--- src/rtl/au_pkg.sv ---
// Shared types for the AU_32b issue controller: opcodes, issue FSM states, default width.
package au_pkg;

  localparam int AU_WIDTH = 32;

  typedef enum logic [1:0] {
    ALU_ADD  = 2'b00,
    ALU_SUB  = 2'b01,
    ALU_MULT = 2'b10,
    ALU_DIV  = 2'b11
  } aluop_t;

  typedef enum logic [1:0] {
    IDLE   = 2'b00,
    LAUNCH = 2'b01,
    WAIT   = 2'b10,
    RESP   = 2'b11
  } issue_state_t;

endpackage

--- src/rtl/au_wait_counter.sv ---
// Loadable down-counter; done is high whenever the count has reached zero.
module au_wait_counter
  import au_pkg::*;
#(
  parameter int CNT_W = 6
) (
  input  logic             clk,
  input  logic             rst_n,
  input  logic             load,
  input  logic [CNT_W-1:0] load_val,
  output logic             done
);

  logic [CNT_W-1:0] cnt;

  always_ff @(posedge clk or negedge rst_n) begin
    if (!rst_n) begin
      cnt <= '0;
    end else if (load) begin
      cnt <= load_val;
    end else if (cnt != '0) begin
      cnt <= cnt - 1'b1;
    end
  end

  assign done = (cnt == '0);

endmodule

--- src/rtl/au_issue_ctrl.sv ---
// Issues one request at a time to AU_32b, waits out its latency and returns the captured results.
// Optional `define AU_DIV0_TRAP_EN answers DIV by zero locally with rsp_err=1 instead of using the AU.
module au_issue_ctrl
  import au_pkg::*;
#(
  parameter int WIDTH         = AU_WIDTH,
  parameter int ADDSUB_CYCLES = 1,
  parameter int MULDIV_CYCLES = 33
) (
  input  logic             clk,
  input  logic             rst_n,
  input  logic             req_valid,
  output logic             req_ready,
  input  logic [WIDTH-1:0] req_a,
  input  logic [WIDTH-1:0] req_b,
  input  logic [1:0]       req_op,
  output logic [WIDTH-1:0] au_a,
  output logic [WIDTH-1:0] au_b,
  output logic [1:0]       au_aluop,
  output logic             au_start,
  input  logic [WIDTH-1:0] au_s,
  input  logic [WIDTH-1:0] au_hi,
  input  logic [WIDTH-1:0] au_lo,
  input  logic             au_zero,
  output logic             rsp_valid,
  input  logic             rsp_ready,
  output logic [WIDTH-1:0] rsp_s,
  output logic [WIDTH-1:0] rsp_hi,
  output logic [WIDTH-1:0] rsp_lo,
  output logic             rsp_zero,
  output logic             rsp_err
);

  localparam int CNT_W = $clog2(MULDIV_CYCLES + 1);
  localparam logic [CNT_W-1:0] ADDSUB_LOAD = CNT_W'(ADDSUB_CYCLES - 1);
  localparam logic [CNT_W-1:0] MULDIV_LOAD = CNT_W'(MULDIV_CYCLES - 1);

  issue_state_t     state;
  aluop_t           op_q;
  logic             cnt_load;
  logic [CNT_W-1:0] cnt_load_val;
  logic             cnt_done;

  // Handshake and launch strobes decode straight from state, so reset clears them immediately.
  assign req_ready = (state == IDLE);
  assign au_start  = (state == LAUNCH);
  assign rsp_valid = (state == RESP);
  assign au_aluop  = op_q;

  assign cnt_load     = (state == LAUNCH);
  assign cnt_load_val = ((op_q == ALU_MULT) || (op_q == ALU_DIV)) ? MULDIV_LOAD : ADDSUB_LOAD;

  au_wait_counter #(
    .CNT_W (CNT_W)
  ) u_wait_counter (
    .clk      (clk),
    .rst_n    (rst_n),
    .load     (cnt_load),
    .load_val (cnt_load_val),
    .done     (cnt_done)
  );

`ifdef AU_DIV0_TRAP_EN
  logic rsp_err_q;
  assign rsp_err = rsp_err_q;
`else
  assign rsp_err = 1'b0;
`endif

  always_ff @(posedge clk or negedge rst_n) begin
    if (!rst_n) begin
      state    <= IDLE;
      op_q     <= ALU_ADD;
      au_a     <= '0;
      au_b     <= '0;
      rsp_s    <= '0;
      rsp_hi   <= '0;
      rsp_lo   <= '0;
      rsp_zero <= 1'b0;
`ifdef AU_DIV0_TRAP_EN
      rsp_err_q <= 1'b0;
`endif
    end else begin
      case (state)
        IDLE: begin
          if (req_valid) begin
            au_a <= req_a;
            au_b <= req_b;
            op_q <= aluop_t'(req_op);
`ifdef AU_DIV0_TRAP_EN
            // Divide by zero is answered here without involving the AU.
            if ((aluop_t'(req_op) == ALU_DIV) && (req_b == '0)) begin
              rsp_s     <= '0;
              rsp_hi    <= '0;
              rsp_lo    <= '0;
              rsp_zero  <= 1'b1;
              rsp_err_q <= 1'b1;
              state     <= RESP;
            end else begin
              state <= LAUNCH;
            end
`else
            state <= LAUNCH;
`endif
          end
        end
        LAUNCH: state <= WAIT;
        WAIT: begin
          if (cnt_done) begin
            rsp_s    <= au_s;
            rsp_hi   <= au_hi;
            rsp_lo   <= au_lo;
            rsp_zero <= au_zero;
`ifdef AU_DIV0_TRAP_EN
            rsp_err_q <= 1'b0;
`endif
            state    <= RESP;
          end
        end
        RESP: begin
          if (rsp_ready) state <= IDLE;
        end
        default: state <= IDLE;
      endcase
    end
  end

endmodule

--- config.mk ---
export PLATFORM = sky130hd
export DESIGN_NAME = au_issue_ctrl
export DESIGN_NICKNAME = d
export VERILOG_FILES = /design/src/rtl/au_pkg.sv /design/src/rtl/au_wait_counter.sv /design/src/rtl/au_issue_ctrl.sv
export SDC_FILE = /design/constraint.sdc
export NUM_CORES = 1
export LEC_CHECK = 0
export CAP_MARGIN = 0
export CORE_MARGIN = 5
export CORE_UTILIZATION = 30
export DETAILED_ROUTE_END_ITERATION = 10
export GPL_TIMING_DRIVEN = 0
export MAX_ROUTING_LAYER = met4
export PLACE_DENSITY_LB_ADDON = 0.25
export SLEW_MARGIN = 5
export SYNTH_ARGS = -nofsm -noshare
export SYNTH_HDL_FRONTEND = slang
export SYNTH_SLANG_ARGS = --single-unit
export TNS_END_PERCENT = 30
--- constraint.sdc ---
create_clock -name clk -period 2.1 [get_ports clk]
set_clock_uncertainty 0.05 [all_clocks]
set_input_delay 0.21 -clock clk [delete_from_list [all_inputs] [get_ports clk]]
set_output_delay 0.21 -clock clk [all_outputs]
set_load 0.02 [all_outputs]
* Yosys cells after proc, flatten, opt, wreduce, memory -nomap -nowiden
Cells that the tools add are included. W data, S select, Z words.
Storage, ports and cells: output and inout port bits 167, ROM bits 0, memory bits (writable) 0, word-level logic and storage cells 33, bits in latches 0, input bits 167, memories 0, register bits after elaboration 171
Cells by class: mux-type cells 7, reductions and logical operators 8, multipliers 0, bitwise logic cells 0, divide/modulo/power cells 0, add/sub/neg operators 1, equality and inequality tests 8, magnitude comparators 0, shift-type cells 0
Operators by type and width (count):
- $mux W6 | 3
- $eq A2 B2 Y1 const B | 4
- $pmux W2 S4 | 1
- $logic_not A6 Y1 | 1
- $mux W2 | 3
- $reduce_bool A6 Y1 | 1
- $sub A6 B1 Y6 const B | 1
- $ne A2 B2 Y1 const B | 2
- $reduce_and A2 Y1 | 2
- $reduce_and A3 Y1 | 1
- $eq A2 B1 Y1 const B | 1
- $logic_not A2 Y1 | 1
- $ne A2 B1 Y1 const B | 1
- $reduce_bool A2 Y1 | 1
- $logic_or A1 B1 Y1 | 1

* Logic depth before layout (Yosys ltp)
word-level depth 4, mapped depth 8, depth with buffers taken out 6

* Modules after synthesis
From an unflattened synthesis, not the netlist that was laid out.
Unflattened totals: cell total of the unflattened synthesis 404, area, all modules 6622.6 um2
By module, submodules not included:
- au_issue_ctrl | cells an instance 364, area each 6222.2 um2, instances 1
- au_wait_counter | cells an instance 40, area each 400.4 um2, instances 1

* Least setup slack after synthesis
No wires, ideal clock.
path kind register to register, start reg state[0], end reg au_a[0], stages on the path, launching flop included 7, path slack 0.028 ns, setup time 0.125 ns, path buffers 2, data arrival time 1.898 ns, cell sequence dfrtp_1 inv_1 ha_1 nand2_1 clkbuf_1 clkbuf_1 mux2_2
Between the ends: cells in the longest elaborated chain, start to end 2
RTL lines:
- start, declared | RTL line au_issue_ctrl.sv:38 | issue_state_t state;
- start signal, assigned | RTL line au_issue_ctrl.sv:72 | state <= IDLE;
- start signal, assigned | RTL line au_issue_ctrl.sv:103 | state <= LAUNCH;
- start signal, assigned | RTL line au_issue_ctrl.sv:107 | LAUNCH: state <= WAIT;
- $logic_not A2 Y1
- net req_ready | RTL line au_issue_ctrl.sv:13 | output logic req_ready,
- $reduce_and A2 Y1 (no line)
- end signal, assigned | RTL line au_issue_ctrl.sv:87 | au_a <= req_a;
- end, declared | RTL line au_issue_ctrl.sv:17 | output logic [WIDTH-1:0] au_a,
The timed path passes the listed nets, and every way through them passes these cells. A chain may end at the register's enable or synchronous reset.

* Worst setup path after layout
start reg u_wait_counter.cnt[0], end reg rsp_s[30]
Between the ends: cells in the longest elaborated chain, start to end 2
RTL lines:
- start, declared | RTL line au_wait_counter.sv:14 | logic [CNT_W-1:0] cnt;
- start signal, assigned | RTL line au_wait_counter.sv:20 | cnt <= load_val;
- start signal, assigned | RTL line au_wait_counter.sv:22 | cnt <= cnt - 1'b1;
- $logic_not A6 Y1 | RTL line au_wait_counter.sv:26 | assign done = (cnt == '0);
- $reduce_and A2 Y1 (no line)
- end signal, assigned | RTL line au_issue_ctrl.sv:110 | rsp_s <= au_s;
- end, declared | RTL line au_issue_ctrl.sv:27 | output logic [WIDTH-1:0] rsp_s,
Every way passes these cells.

==> reports/results.env <==
CTS_BUFFER_DEPTH=2
WORST_SLEW_PIN_SLEW_NS=0.563
POSTSYNTHREGISTERBITS=171
WORST_R2R_PATH_DEPTH=8
POSTSYNTH.ASYNCRESETSHARE=1.00
CLKSLEWWORSTSETUPHOLDPATHS_NS=0.07
STD_CELL_ROWS=54
TOTAL_OF_FILL_CELLS_IN_THE_FINISHED_DESIGN=1844
COUNT_OF_SYNTHESIS_STAGE_WARNINGS_FROM_YOSYS=0
DIE_W_UM=159
GRT_FIRST_PASS_WIRELENGTH_UM=30200
FMAX_GHz=0.482
DPL.HPWL_UM=14500
CTS_ROOT_BUF='sky130_fd_sc_hd__clkbuf_16'
NETLIST_INSTANCES=394
POWER.DENSITY_CELL_AREA_nW_PER_UM2=1620
WIRELENGTH_UM=19100
DRIVE_ABOVE_1_SHARE=0.299
WORSTHOLDPATHTYPE='in2async'
FINALHOLDWORSTSLACK_NS=0.286
TIMING.CRITICAL_PATH.FROM='u_wait_counter.cnt[0]$_DFFE_PN0P_'
CATEGORY_OF_THE_MOST_CRITICAL_SETUP_PATH='reg2reg'
INITIAL_UTILIZATION=0.304
FINAL_CRITICAL_PATH_SETUP_SLACK_NS=0.0274
REGTOREGENDPOINT='rsp_s[30]$_DFFE_PN0P_'
GRT_SETUP_UNREPAIRED='true'
TRITONCTS.NUM_BUFFERS=17
GRT_ANTENNA_BEFORE_REPAIR=0
DIE_HEIGHT_UM=159
POST_SYNTH_NUM_CELL_TYPES=27
VIA_PER_INSTANCE_RATIO=4.41
SYN2LAYOUT_AREA_GROWTH_PCT=67.4
LAYOUT.NETS=931
ROUTED_WIRE_LENGTH_PER_INSTANCE_UM=18.2
PORT_BUFFERS=332
TIMING_HOLD_VIOLATIONS_FINAL=0
GP_ROUTABILITY_CONGESTION=0.791
GRT_PASS1_VIAS=5363
VDD.IR_DROP.WORST_uV=704
REQUIRED_NS=2.35
SYNTH.AVG_CELL_AREA_UM2=16.8
CLKSINKCOUNT=171
GRT.OVERFLOW.TOTAL=0
POST-ROUTE-DRC-COUNT=0
DRT_PRE_ANTENNA_ITERS=4
WORST-ENDPOINT-ARRIVAL_NS=2.32
SETUP_VIOL=0
CP-END-KIND='register'
SYNTH_FF_TYPE='sky130_fd_sc_hd__dfrtp_1'
DRT_ITER0_MARKERS=173
DRT.ANTENNA.VIOLATING_NETS=0
CTS_TREE='built'
MAPPEDNETLISTAREA_UM2=6640
P_LEAK_nW=4.78
SYNTH-EDFF-COUNT=0
POSTLAYOUTCELLAREA_UM2=11100
FINALWORSTPATHREQUIREDPERIOD_NS=2.07
DPL-INSTANCE-AREA_UM2=10300
CLOCK_INSERTION_DELAY_WORST_SKEW_NS=0.42
GRT_UTIL_ALL_LAYERS=0.155
DRV_CAP=0
CRITPATHLAUNCHTYPE='register'
SYNTH_NETS=568
COUNT_OF_H_TREE_LEVELS_BUILT_DURING_CTS=4
MIN_PERIOD_OVER_PERIOD=0.987
AREA_INSIDE_THE_CORE_BOUNDARY_UM2=21800
IOS=334
YOSYSSEQAREASHARE=0.645
OUTCOME='finished, final reports clean'
RR_STARTPOINT='u_wait_counter.cnt[0]$_DFFE_PN0P_'
POST-PLACE-WS_NS=-0.348
ROUTED-VIA-COUNT=4632
ANTENNADIODECOUNT=0
FLOORPLAN.DIE_AREA_UM2=25200
DRV_SLEW=0
CRIT_FANOUT=7
GRT_MAX_DEGREE=111
SETUP.REG_TO_REG.WORST_SLACK_NS=0.03
TIMING.MAX_SLEW.REL_SLACK=0.625
cell usage after synthesis (all sizes together), types with 2 or more instances:
library cell  instances  area, um2
xor2                  2       17.5
buf                  11       82.6
o31ai                 2       15.0
ha                    7       87.6
nand2b                2       12.5
inv                   6       22.5
clkbuf                7       26.3
dfrtp               171       4280
mux2                164       1960
a21oi                 3       15.0
nor2                  3       11.3
nand2                 5       21.3
nor3                  2       21.3
per-stage QoR:
stage / power [mW] / utilization / instances / TNS (ns)
global placement: 14.8 / 0.473 / 1006 / -1045.53
CTS: 18.1 / 0.504 / 1047 / -0.0740
global route: 19.0 / 0.509 / 1050 / -0.950
finish: 18.0 / 0.509 / 1050 / 0
detailed placement: 15.0 / 0.474 / 1007 / -27.72
floorplan: 10.5 / - / 394 / 0
power by group:
group          switching (mW)  leakage [nW]  internal, mW
sequential              0.912          2.01          5.00
combinational            4.10          2.52          5.03
clock                    1.40         0.257          1.55
layout by cell type (no fill, tap or decap), types with 2 or more instances in the layout:
cell type,synthesis,layout
sky130_fd_sc_hd__clkinvlp_4,0,3
sky130_fd_sc_hd__nand2_1,4,4
sky130_fd_sc_hd__nand2b_1,2,2
sky130_fd_sc_hd__inv_1,6,4
sky130_fd_sc_hd__buf_2,6,4
sky130_fd_sc_hd__clkdlybuf4s50_1,0,329
sky130_fd_sc_hd__clkinv_4,0,3
sky130_fd_sc_hd__buf_6,4,4
sky130_fd_sc_hd__a21oi_1,3,2
sky130_fd_sc_hd__clkbuf_2,0,2
sky130_fd_sc_hd__inv_6,0,5
sky130_fd_sc_hd__xor2_1,2,2
sky130_fd_sc_hd__clkbuf_16,0,19
sky130_fd_sc_hd__clkbuf_1,7,3
sky130_fd_sc_hd__buf_4,1,8
sky130_fd_sc_hd__ha_1,7,7
sky130_fd_sc_hd__buf_8,0,2
sky130_fd_sc_hd__inv_2,0,2
sky130_fd_sc_hd__o31ai_1,2,2
sky130_fd_sc_hd__nor2_1,3,3
sky130_fd_sc_hd__buf_12,0,5
sky130_fd_sc_hd__mux2_2,134,134
sky130_fd_sc_hd__dfrtp_1,171,171
sky130_fd_sc_hd__mux2_4,30,30
sequential cells by signal, indices dropped and copies added (netlist names):
register,count
au_a,32
au_b,32
rsp_hi,32
rsp_lo,32
rsp_s,32
u_wait_counter.cnt,6
au_aluop,2
state,2
rsp_zero,1
metal layers:
layer	GRT usage	wire, um	vias up	part of all wire
li1	-	-	2106	-
met1	0.178	7590	2276	0.40
met2	0.249	9370	229	0.49
met3	0.0651	1810	21	0.095
met4	0.0450	291	0	0.015
met5	-	0	-	0
worst max-delay path by stage:
stage | cells past startpoint | slack, ns | endpoint
detailed placement | 6 | -0.35 | au_aluop[0]$_DFFE_PN0P_
floorplan | 6 | 0.03 | au_a[0]$_DFFE_PN0P_
global route | 8 | -0.04 | rsp_s[30]$_DFFE_PN0P_
finish | 8 | 0.03 | rsp_s[30]$_DFFE_PN0P_
global placement | 1 | -5.97 | au_a[10]$_DFFE_PN0P_
CTS | 8 | -0.02 | rsp_hi[13]$_DFFE_PN0P_
kinds of logic after synthesis:
| group | synth area share |
|---|---|
| simple gates | 0.0147 |
| compound gates | 0.00810 |
| fa+ha+maj | 0.0132 |
| flops | 0.645 |
| xor+xnor | 0.00396 |
| mux | 0.295 |
| buf+inv | 0.0198 |
| other cells | 0.000565 |
final cells by class:
class                           count  area, um2  share of cell area
Multi-Input combinational cell    199       2240               0.202
Sequential cell                   171       4280               0.385
Buffer                             18        189              0.0170
Clock inverter                     13        109             0.00979
Tap cell                          280        350              0.0315
Inverter                            6       22.5             0.00203
Clock buffer                       19        433              0.0390
Timing Repair Buffer              344       3490               0.314
critical path: stages, from the launching register on:
cell	delay (ns)
sky130_fd_sc_hd__dfrtp_1	0.40
sky130_fd_sc_hd__inv_2	0.06
sky130_fd_sc_hd__ha_1	0.13
sky130_fd_sc_hd__or3b_4	0.40
sky130_fd_sc_hd__nor3_4	0.19
sky130_fd_sc_hd__nand2_4	0.11
sky130_fd_sc_hd__buf_12	0.17
sky130_fd_sc_hd__clkbuf_16	0.16
sky130_fd_sc_hd__mux2_4	0.29
timing repair:
item                                   CTS  global route
gates cloned                             0             2
pin swaps                                2             2
setup endpoints to repair              139           145
setup buffers                            7             1
hold buffers                             1             0
endpoints found under the hold margin   61             0
resized for setup                       17            21
Note: power is estimated with default switching activity, not from simulation.
==> RTL change 1, RTL diff (config.mk and constraints unchanged) <==
The package constant `AU_WIDTH` goes from 32 to 16.
--- a/src/rtl/au_pkg.sv
+++ b/src/rtl/au_pkg.sv
@@ -1,7 +1,7 @@
 // Shared types for the AU_32b issue controller: opcodes, issue FSM states, default width.
 package au_pkg;
 
-  localparam int AU_WIDTH = 32;
+  localparam int AU_WIDTH = 16;
 
   typedef enum logic [1:0] {
     ALU_ADD  = 2'b00,
Interface: changed (10 resized); port bits go from 334 to 174. No check against the original RTL was run, so the function may have changed too.
==> RTL change 1 against the original RTL <==
Non-clock buffer count down 168; global-route usage down 2.5 points; die area down 43%; cell area down 46%; cell count down 46%; first-iteration DRC count down 31%; critical path depth down 2; area after synthesis down 46%; power down 46%; routed wire length down 55%; worst setup slack better by 0.026 ns; sequential cell count down 80; sequential share of layout area down 0.56 points; critical path type unchanged; largest cell class unchanged.
==> RTL change 1: results (changes against the original RTL) <==
Setup path
  • Reg2reg end: state[1]
  • Worst r2r src: u_wait_counter.cnt[1]
  • Maximum fanout along the worst path: 4 (-3)
  • WP data arrival: 2.22 ns (-0.10 ns)
  • Reg2Reg Setup Slack: 0.05 ns (+0.03 ns)
  • CP endpoint: state[1]

Synth
  • Sequential-to-total area share from yosys stat: 0.6311 (-0.01349)
  • Adder-cell share of the synthesized area: 0.02427 (+0.01108)
  • Post-synthesis xor/xnor area fraction: 0.007282 (+0.003324)
  • Total number of yosys warnings: 0 (unchanged)
  • Synth top area cells: dfrtp_1, mux2_2, mux2_4
  • Post-synthesis compound-gate area fraction: 0.01491 (+0.006806)
  • Synth Net Count: 319 (-44%)
  • Commonest cells post-synth: dfrtp_1, mux2_2, mux2_4, ha_1, inv_1
  • Mux contribution to synthesized area: 0.2725 (-0.02260)

Final layout
  • Non-clock buffers: 194 (-46%)
  • Design area: 0.006002 mm^2 (-46%)
  • NumNets Final: 515 (-45%)
  • Multi-input logic area: 0.001274 mm^2 (-43%)
  • Clock network share of area: 0.05253 (+0.003788)
  • Signal buf overhead: 0.3215 (-0.009520)
  • Register Area: 0.002277 mm^2 (-47%)
  • Sequential cell count: 91 (-47%)
  • Comb_multi_in: 119 (-40%)
  • Inverters: 6 (unchanged)

Clock network
  • Worst-skew pair later-pin latency: 0.34 ns (-0.08 ns)
  • H-Tree Depth: 3 (-1)

Global route
  • First-pass GRT wire length: 14220 um (-53%)
  • Met3 usage: 0.05702 (-0.008038)
  • Pin count of the biggest net entering global routing: 60 (-46%)
  • All-Layer GR Usage: 0.1299 (-0.02508)
  • Vias in the first global route: 2751 (-49%)
  • GR Layer Usage met2: 0.1819 (-0.06719)
  • Met1 track utilization from global routing: 0.1605 (-0.01737)

Route
  • WL/cell: 15.13 um (-17%)
  • Via Count: 2522 (-46%)
  • DRT iter0 DRCs: 119 (-31%)

Placement
  • GP Congestion: 0.7099 (-10%)
  • Count of input and output buffers: 172 (-48%)
  • DP Worst Slack: -0.1651 ns (+0.1828 ns)

Pwr
  • VDD IR-drop max: 0.7347 mV (+4.4%)
  • P_leak: 0.002564 uW (-46%)
  • Net Sw Frac: 0.3401 (-0.01639)

Run status
  • Status: complete, no violations

Timing
  • Relative slew slack: 0.6384 (+0.01367)
  • Hold slack: 0.3006 ns (+0.01460 ns)
  • PnR worst setup slack: 0.05386 ns (+0.02647 ns)
==> RTL change 1: cell types whose count changed in the layout (fill, tap and decap cells not counted), moves of 2 or more <==
| cell | change |
|---|---|
| clkdlybuf4s50_1 | -159 |
| dfrtp_1 | -80 |
| mux2_2 | -60 |
| mux2_4 | -20 |
| clkbuf_16 | -9 |
| buf_12 | -4 |
| inv_6 | -4 |
| buf_4 | +3 |
| buf_6 | -3 |
| bufinv_16 | +2 |
| clkinv_4 | -2 |
| clkinvlp_4 | -2 |
==> RTL change 1: power by group through the flow <==
stage	logic, uW	clock network [uW]	registers (uW)
2_1_floorplan	1480	0	4160
3_3_place_gp	4700	0	3120
3_5_place_dp	4760	0	3150
4_1_cts	4860	1790	3130
5_1_grt	5200	1870	3250
6_report	4880	1720	3120
==> RTL change 1: what timing repair did <==
action,4_1_cts,5_1_grt
buffers inserted,6,4
setup endpoints to repair,42,80
pin swaps,2,3
hold endpoints to repair,32,0
resized for setup,6,7
cloned,0,1
hold buffers,1,0
==> RTL change 1: per-stage QoR <==
| stage | total power, uW | std cells | utilization |
|---|---|---|---|
| final | 9715 | 572 | 0.5039 |
| after global routing | 10320 | 572 | 0.5039 |
| after CTS | 9775 | 567 | 0.4970 |
| after detailed placement | 7913 | 545 | 0.4650 |
| after global placement | 7817 | 544 | 0.4629 |
| after floorplan | 5642 | 225 | - |
==> RTL change 1: metal layers <==
metal | up-vias | part of all wire
met1 | 1224 | 0.43
met3 | 11 | 0.10
met2 | 114 | 0.44
li1 | 1173 | -
met4 | 0 | 0.019
met5 | - | 0
==> RTL change 1: worst max-delay path: stages (launching register included) <==
cell and delay (ns):
dfrtp_1 0.39, inv_2 0.09, ha_4 0.12, or3b_4 0.39, or3_4 0.37, a21oi_2 0.18
mux2_2 0.34
==> RTL change 2, RTL diff (config.mk and constraints unchanged) <==
Without the edit above. Re-encode `issue_state_t` (4 states) as one-hot, 4 bits wide.
--- a/src/rtl/au_pkg.sv
+++ b/src/rtl/au_pkg.sv
@@ -10,11 +10,11 @@
     ALU_DIV  = 2'b11
   } aluop_t;
 
-  typedef enum logic [1:0] {
-    IDLE   = 2'b00,
-    LAUNCH = 2'b01,
-    WAIT   = 2'b10,
-    RESP   = 2'b11
+  typedef enum logic [3:0] {
+    IDLE   = 4'b0001,
+    LAUNCH = 4'b0010,
+    WAIT   = 4'b0100,
+    RESP   = 4'b1000
   } issue_state_t;
 
 endpackage
Function: same outputs for any inputs over 4 cycles, from zero or initial values and one cycle with rst_n low; so few cycles prove little.
==> RTL change 2 against the original RTL <==
Die area grew 0.85%; sequential cell count rose by 2; routed wire length shrank 0.31%; critical endpoint is now rsp_s[22]; area after synthesis is 0.90% higher; cell area decreased by 0.43%; global-route usage is 0.26 points lower; critical path type unchanged; power down 8.8%; worst setup slack better by 0.085 ns.
==> RTL change 2: results (changes against the original RTL) <==
Synth
  • Synth Net Count: 569 (+0.18%)
  • Synth top area cells: dfrtp_1, mux2_2, mux2_4
  • Sequential-to-total area share from yosys stat: 0.6464 (+0.001879)
  • Yosys cell types: 33 (+22%)
  • Asr flop ratio synth: 1.000 (unchanged)
  • Commonest cells post-synth: dfrtp_1, mux2_2, mux2_4, buf_2, buf_6
  • Total number of yosys warnings: 0 (unchanged)

Setup path
  • Maximum fanout along the worst path: 10 (+3)
  • FF-to-FF path depth: 7 (-1)
  • WP data arrival: 2.23 ns (-0.09 ns)

Clock network
  • Clock transition at the registers of the reported paths: 0.07 ns (about the same)
  • Root Buffer: clkbuf_16
  • H-Tree Depth: 4 (unchanged)
  • Worst-skew pair later-pin latency: 0.41 ns
  • Max Buffers Root-to-Sink: 2 (unchanged)
  • CTS Buf Count: 17 (unchanged)

Route
  • Vias per cell: 4.425 (+0.31%)
  • TritonRoute pass-1 iters: 4 (unchanged)
  • DRT iter0 DRCs: 184 (+6.4%)
  • Post-Route WL: 19000 um (-0.31%)

Timing
  • Slew @ Worst Pin: 0.7958 ns (+0.2329 ns)
  • TNS Setup: 0 ns (unchanged)

Global route
  • Pin count of the biggest net entering global routing: 105 (-5.4%)
  • Vias in the first global route: 5445 (+1.5%)
  • First-pass GRT wire length: 29980 um (-0.75%)
  • All-Layer GR Usage: 0.1523 (-0.002626)

Pwr
  • P_leak: 0.004623 uW (-3.3%)
  • VDD IR-drop max: 0.6266 mV (-11%)
  • Internal: 10700 uW (-7.5%)

Hold path
  • HP Class: in2reg
  • Hold path depth: 2

Run
  • Max Cap Viol: 0 (unchanged)

Placement
  • HPWL Detailed: 14480 um (-0.15%)
  • Count of input and output buffers: 332 (unchanged)
  • GP Congestion: 0.7917 (+0.10%)
  • Post-Place Cell Area: 0.01041 mm^2 (+0.58%)

Final layout
  • Share of cells above drive strength 1: 0.2983 (-0.0003874)
  • NumNets Final: 927 (-0.43%)

Run status
  • Status: complete, no violations
==> RTL change 2: cell types whose count changed after synthesis, moves of 4 or more <==
cell      unedited run  this run
ha_1                 7         1
mux2_2             134       144
buf_2                6        12
inv_1                6         2
mux2_4              30        19
clkbuf_1             7         1
==> RTL change 2: cells by family (layout without fill, tap and decap cells) <==
group / after synthesis / after routing / share of synthesized area
flops: 173 / 173 / 0.6464
mux: 165 / 165 / 0.2878
simple gates: 25 / 25 / 0.02765
buf+inv: 22 / 392 / 0.02185
compound gates: 14 / 14 / 0.01382
fa+ha+maj: 1 / 1 / 0.001867
other cells: 1 / 1 / 0.0005598
==> RTL change 2: layer usage <==
metal | up-vias | global-route usage | share of wire
li1 | 2131 | - | -
met1 | 2279 | 0.1741 | 0.40
met2 | 216 | 0.2552 | 0.50
met3 | 25 | 0.05126 | 0.072
met4 | 0 | 0.04498 | 0.023
met5 | - | - | 0
==> RTL change 2: what timing repair did <==
action	CTS	global route
pin swaps	2	0
hold endpoints to repair	103	0
hold buffers	1	0
gates resized for setup	6	4
setup endpoints to repair	98	116
setup buffers	3	2
==> RTL change 2: area by class of cell <==
cell class | count | area, um^2
inverter | 2 | 7.507
tap | 280 | 350.3
timing repair buffer | 339 | 3412
fill | 1911 | 10820
clock inverter | 13 | 133.9
buffer | 20 | 146.4
clock buffer | 18 | 439.2
multi-input combinational | 206 | 2247
sequential | 173 | 4330
==> RTL change 2: critical path, cell delays in order, from the launching register on <==
cell and delay [ns]:
dfrtp_1 0.42, inv_1 0.09, ha_2 0.20, nor3b_4 0.29
nand3_4 0.15, buf_6 0.18, buf_6 0.17, mux2_4 0.31
==> RTL change 2: per-stage QoR <==
stage,hold slack [ns],worst slack (ns),cells
4_1_cts,0.3220,0.02021,1049
5_1_grt,0.3263,0.0006304,1051
6_report,0.3422,0.1122,1051
3_3_place_gp,0.4217,-6.099,1013
3_5_place_dp,0.2675,-0.2067,1014
2_1_floorplan,-0.1356,0.1155,401
==> RTL change 2: power groups by stage <==
stage	clock network, uW	registers (uW)	logic, uW
2_1_floorplan	0	7360	2090
3_3_place_gp	0	5620	7590
3_5_place_dp	0	5710	7700
4_1_cts	3190	5680	7750
5_1_grt	3320	5830	8120
6_report	3080	5640	7690
==> RTL change 2: path summary, 6_finish.rpt <==
kind / slack (ns) / to / from
min in group asynchronous: 0.39 / rsp_s[19] / rst_n
max: 0.11 / rsp_s[22] / u_wait_counter.cnt[1]
min: 0.34 / state[3] / rsp_ready
max in group asynchronous: 0.76 / state[0] / rst_n
min reg2reg: 0.45 / au_b[9] / au_b[9]
max reg2reg: 0.11 / rsp_s[22] / u_wait_counter.cnt[1]
